$ cat src/rtl/serial_twos_comp.sv
// Serial LSB-first two's complement unit: pass, negate or absolute value.
// Words are collected serially, held, then re-emitted with a 1-cycle latency.
module serial_twos_comp #(
  parameter int WIDTH = 8
) (
  input  logic       t_clk,
  input  logic       r,
  input  logic       i,
  input  logic       i_valid,
  input  logic [1:0] mode,
  output logic       y,
  output logic       y_valid,
  output logic       y_last,
  output logic       ovf
);

  localparam int CW = (WIDTH > 1) ? $clog2(WIDTH) : 1;
  localparam logic [CW-1:0] LAST = CW'(WIDTH - 1);
  localparam logic [WIDTH-1:0] MOST_NEG = {1'b1, {(WIDTH-1){1'b0}}};

  typedef enum logic {
    IDLE,
    SHIFT
  } state_t;

  logic [CW-1:0]    in_cnt;
  logic [WIDTH-1:0] in_reg;
  logic [WIDTH-1:0] hold_word;
  logic [1:0]       hold_mode;
  logic             capture;

  state_t           state, state_nx;
  logic [CW-1:0]    out_idx, out_idx_nx;
  logic             seen_one, seen_one_nx;
  logic             neg;
  logic             cur_bit;
  logic             is_last;

  assign capture = i_valid && (in_cnt == LAST);

  always_ff @(posedge t_clk) begin
    if (r) begin
      in_cnt    <= '0;
      in_reg    <= '0;
      hold_word <= '0;
      hold_mode <= 2'b00;
    end else if (i_valid) begin
      in_reg[in_cnt] <= i;
      in_cnt         <= capture ? '0 : in_cnt + CW'(1);
      if (capture) begin
        hold_word <= {i, in_reg[WIDTH-2:0]};
        hold_mode <= mode;
      end
    end
  end

  // Reserved mode 11 falls through to pass.
  always_comb begin
    neg = 1'b0;
    unique case (1'b1)
      (hold_mode == 2'b01): neg = 1'b1;
      (hold_mode == 2'b10): neg = hold_word[WIDTH-1];
      default:              neg = 1'b0;
    endcase
  end

  assign cur_bit = hold_word[out_idx];
  assign is_last = (out_idx == LAST);

  always_ff @(posedge t_clk) begin
    if (r) begin
      state    <= IDLE;
      out_idx  <= '0;
      seen_one <= 1'b0;
    end else begin
      state    <= state_nx;
      out_idx  <= out_idx_nx;
      seen_one <= seen_one_nx;
    end
  end

  always_comb begin
    state_nx    = state;
    out_idx_nx  = out_idx;
    seen_one_nx = seen_one;
    y           = 1'b0;
    y_valid     = 1'b0;
    y_last      = 1'b0;
    ovf         = 1'b0;
    unique case (state)
      IDLE: ;
      SHIFT: begin
        y           = cur_bit ^ (neg & seen_one);
        y_valid     = 1'b1;
        y_last      = is_last;
        ovf         = is_last && neg && (hold_word == MOST_NEG);
        seen_one_nx = seen_one | cur_bit;
        out_idx_nx  = out_idx + CW'(1);
        if (is_last) begin
          state_nx   = IDLE;
          out_idx_nx = '0;
        end
      end
      default: state_nx = IDLE;
    endcase
    // A fresh capture restarts the engine with no gap.
    if (capture) begin
      state_nx    = SHIFT;
      out_idx_nx  = '0;
      seen_one_nx = 1'b0;
    end
  end

endmodule

$ cat config.mk
export PLATFORM = sky130hd
export DESIGN_NAME = serial_twos_comp
export DESIGN_NICKNAME = d
export VERILOG_FILES = /design/src/rtl/serial_twos_comp.sv
export SDC_FILE = /design/constraint.sdc
export NUM_CORES = 1
export LEC_CHECK = 0
export CAP_MARGIN = 20
export CORE_MARGIN = 5
export CORE_UTILIZATION = 35
export CTS_BUF_LIST = sky130_fd_sc_hd__clkbuf_16
export DETAILED_ROUTE_END_ITERATION = 10
export GPL_TIMING_DRIVEN = 0
export PLACE_DENSITY_LB_ADDON = 0.25
export SLEW_MARGIN = 20
export SYNTH_ARGS = -nofsm -noshare
export SYNTH_HDL_FRONTEND = slang
export SYNTH_SLANG_ARGS = --single-unit
export TNS_END_PERCENT = 50
$ cat constraint.sdc
create_clock -name t_clk -period 1.8 [get_ports t_clk]
set_input_delay 0.18 -clock t_clk [delete_from_list [all_inputs] [get_ports t_clk]]
set_output_delay 0.18 -clock t_clk [all_outputs]
set_load 0.01 [all_outputs]
* After elaboration in Yosys (flattened, before gate mapping)
Cells that the tools add are included.
** Word-level totals
- Flip-flop bits (word level) :: 26
- Input bits :: 6
- Output and inout port bits :: 4
- Logic and storage cells :: 41
** Cells by class
- $add $sub $neg :: 2
- Magnitude comparators :: 3
- Equal/unequal tests :: 5
- Multiplexer cells :: 15
- Bitwise logic cells :: 3
- Reductions and logical operators :: 6
** Operator list (number)
- 1-bit two-way mux :: 9
- 8-bit bitwise mux :: 1
- 8-bit equality test, second input constant :: 1
- 3-bit by 4-bit less-than comparator with 1-bit output, second input constant :: 2
- 3-bit by 1-bit adder with 3-bit output, second input constant :: 2
- 3-bit equality test, second input constant :: 2
- 3-bit two-way mux :: 2
- 1-bit logical AND :: 4
- 1-bit binary-select mux with 3-bit select :: 1
- 1-bit demux with 3-bit select :: 1
- 3-bit by 1-bit greater-or-equal comparator with 1-bit output, second input constant :: 1
- 2-bit by 1-bit equality test with 1-bit output, second input constant :: 1
- 2-bit equality test, second input constant :: 1
- 1-bit one-hot mux with 2 select lines :: 1
- 2-bit AND reduction :: 1
- 2-bit OR reduction :: 1
- 1-bit bitwise AND :: 1
- 1-bit OR :: 1
- 1-bit XOR :: 1

* Depth between registers and ports, before layout
- Depth in word-level cells :: 5
- Mapped depth :: 6
- Mapped depth without buffers :: 6

* Worst setup path after synthesis
No wires, ideal clock.
- Kind :: reg-to-output
- Start :: reg out_idx[1]
- End :: out ovf
- Arrival time :: 1.215 ns
- Setup slack :: 0.405 ns
- Cell stages (with the launch flop) :: 6
- Path through :: dfxtp_1 -> ha_1 -> ha_1 -> and2_1 -> nand2_1 -> nor4_2
** On the way
- Word-level cells in the longest chain between the ends :: 4
** Ends and longest elaborated chain
- from (decl) :: line 33 : logic [CW-1:0] out_idx, out_idx_nx;
- from (signal assigned) :: line 77 : out_idx <= out_idx_nx;
- 3-bit equality test :: line 68 : assign is_last = (out_idx == LAST);
- 1-bit logical AND (2 in a row) :: line 96 : ovf = is_last && neg && (hold_word == MOST_NEG);
- 1-bit two-way mux :: line 90 : unique case (state)
- to (decl) :: line 14 : output logic ovf
No other way between the ends.

* Final worst setup path
- Start :: reg out_idx[0]
- End :: out y
** On the way
- Word-level cells in the longest chain between the ends :: 4
** Ends and longest elaborated chain
- 1-bit binary-select mux with 3-bit select :: line 67 : assign cur_bit = hold_word[out_idx];
- 1-bit two-way mux (implied by the code) :: line 67
- 1-bit XOR :: line 93 : y = cur_bit ^ (neg & seen_one);
- 1-bit two-way mux :: line 90
- to (decl) :: line 11 : output logic y,
No other way between the ends. The select of a mux whose other input is x is not followed.

==> summary.txt <==
Worst setup path
  • Cell mode on critical path: mux2i_1
  • Worst path required time: 1.62 ns
  • Worst path slowest cell: dfxtp_1
  • Worst Path Arrival: 1.58 ns
  • Crit path buf inv count: 2
  • CP delay by family, top: multiplexers
  • Crit. End Element: primary output
  • Crit-path max FO: 5
  • CP Class: flip-flop to primary output
  • CP peak stage delay: 0.35 ns
  • Critical path startpoint category: flip-flop
  • CP cell instances: buf_6 > mux2i_1 > a22oi_2 > nand3_2 > mux2i_1 > clkdlybuf4s15_2

Final layout
  • Area delta synth->final: 18.6%
  • Commonest non-fill, non-tap cell in the layout: nand2_1
  • Commonest non-fill, non-tap cells in the layout: nand2_1, dfxtp_1, nor2_1, mux2i_1, a21oi_1
  • Max reg flops: 8
  • Multi-input gate area: 658 um^2
  • Antenna Cells: 0
  • Post-route insts no fill: 196
  • Register area: 503 um^2
  • Final Instance Area: 1430 um^2
  • Fin nets: 163
  • Fill cells: 369
  • Layout cells sized above 1: 15.3%
  • Fin util: 42.9%

Power
  • Final Power: 1.10 mW
  • Maximum vdd drop: 0.259 mV
  • Switching part of the total: 20.2%
  • Psw: 0.222 mW
  • P_leak: 0.540 nW
  • Internal: 0.878 mW
  • Sequential Power Share: 51.6%
  • Comb pwr share: 4.4%
  • Clock network power share: 44.0%
  • PD cells: 769 nW/um^2

Route
  • Initial DRC Count: 48
  • Post-route ant nets: 0
  • Pre-antenna DRT Iters: 2
  • WL final: 2230 um
  • Number of remaining DRC errors: 0
  • Post-DR vias/cell: 4.74
  • Wire length per cell: 11.4 um
  • Vias: 929

Placement
  • Dpl ws: -0.113 ns
  • Post-detail-place hpwl: 1680 um
  • GP Congestion: 0.807
  • PortBufs: 7
  • Placed Area: 1330 um^2
  • Placed cells: 191

Status
  • Status: complete, no violations

Synthesis
  • Mapped Area: 1210 um^2
  • Post-synth ARST share: 0%
  • Synth warnings: 0
  • Cells after Synth: 138
  • Main flop type after synthesis: dfxtp_1
  • Mapped Nets: 150
  • Register area share after synthesis: 41.5%
  • Post-synth EDFFs: 0
  • Count of different cell masters after synthesis: 30
  • Avg Inst Size Synth: 8.74 um^2
  • Post-synthesis register bit count: 25

Min path
  • HP Class: input pin to flip-flop

STA
  • Worst-Margin Slew: 0.442 ns
  • RSZ-0062 raised after global routing: yes
  • Fmax: 568 MHz
  • Setup violators final: 0
  • Worst hold margin: 0.240 ns
  • Fin. max-slew vios: 0
  • Final hold vios: 0
  • Tmin final: 1.76 ns
  • Setup TNS: 0 ns
  • Max transition margin: 70.6%
  • Period utilization: 97.9%
  • Worst Slack Setup Final: 0.0381 ns
  • Clk_skew: 0.00236 ns

Global route
  • Overflow after GRT: 0
  • Initial antenna violation count: 0
  • Largest net degree at the start of global routing: 14
  • Total GRT Usage: 10.9%
  • First-pass GRT wire length: 3820 um
  • Vias in the first global route: 905

Floorplanning
  • Chip Height: 68.7 um
  • Die W: 68.7 um
  • Core Box Area: 3340 um^2
  • # rows: 21
  • Starting density of the core: 36.1%
  • Boundary Pins: 10
  • Die ar.: 4720 um^2

Clocking
  • Max clock buf depth: 2
  • Num Clock Sinks: 25
  • Root Buffer: clkbuf_16
  • Total CTS buffers: 3
  • Reg clk slew, reported paths: 0.06 ns
  • Skew-Pair Late Insertion Delay: 0.26 ns
  • CTS H-tree depth: 1
  • CTS tree: done

Job
  • MaxCap Viol Count: 0
==> power by group through the flow <==
stage / clock [mW] / combinational, mW / sequential [mW]
2_1_floorplan: 0 / 0.0333 / 0.578
3_3_place_gp: 0 / 0.0485 / 0.580
3_5_place_dp: 0 / 0.0492 / 0.580
4_1_cts: 0.501 / 0.0495 / 0.568
5_1_grt: 0.524 / 0.0552 / 0.569
6_report: 0.484 / 0.0484 / 0.568
==> worst paths after layout <==
check / start / end / slack [ns] / cells past startpoint
setup / recovery: out_idx[0]$_SDFFE_PP0P_ / y / 0.04 / 6
hold / removal: i / hold_word[7]$_SDFFE_PP0P_ / 0.24 / 3
setup reg to reg: in_cnt[1]$_SDFFE_PP0P_ / hold_word[1]$_SDFFE_PP0P_ / 0.25 / 6
hold reg to reg: seen_one$_SDFFE_PP0P_ / seen_one$_SDFFE_PP0P_ / 0.44 / 2
==> synthesized netlist by cell type (2+ instances only) <==
master | instances | share of area, %
nor2_1 | 16 | 5.0
nand4b_1 | 2 | 1.5
nand2_1 | 26 | 8.1
inv_1 | 3 | 0.93
dfxtp_1 | 25 | 41
nand2b_1 | 2 | 1.0
nor3b_2 | 2 | 2.1
ha_1 | 6 | 6.2
a21oi_1 | 13 | 5.4
nor3_1 | 4 | 1.7
clkbuf_1 | 3 | 0.93
mux2i_1 | 14 | 12
buf_2 | 3 | 1.2
nand3_1 | 2 | 0.83
a22oi_1 | 2 | 1.2
==> logic make-up (layout without fill, tap and decap cells) <==
group	after synthesis	after routing	share of synthesized area [%]
buf+inv	11	23	4.67
fa+ha+maj	6	6	6.22
mux	15	15	12.6
compound gates	17	17	8.09
simple gates	64	64	27.0
flops	25	25	41.5
==> per-layer routing <==
layer / vias to the layer above / share of wire [%] / track usage (%)
li1: 494 / - / -
met1: 418 / 49 / 13.2
met2: 12 / 45 / 17.9
met3: 5 / 3.6 / 2.11
met4: 0 / 2.4 / 6.57
met5: - / 0 / 0
==> repair_timing <==
action,4_1_cts,5_1_grt
hold buffers,0,0
endpoints found under the setup margin,3,3
hold endpoints to repair,0,0
resized for setup,10,2
buffers inserted,0,1
pin swaps,1,1
==> area by class of cell <==
class	count	area share, %
multi-input cells	102	46.0
inverters	3	0.787
repair buffers	8	5.34
clock inverters	1	0.262
flip-flops and latches	25	35.2
well taps	46	4.02
clock buffers	3	5.25
plain buffers	8	3.15
==> worst reg2reg max path: stages (launching register included) <==
cell	delay [ns]
dfxtp_1	0.48
ha_1	0.21
ha_1	0.20
and2_2	0.22
buf_4	0.18
nand2_1	0.06
a21oi_1	0.12
Note: power is estimated with default switching activity, not from simulation.
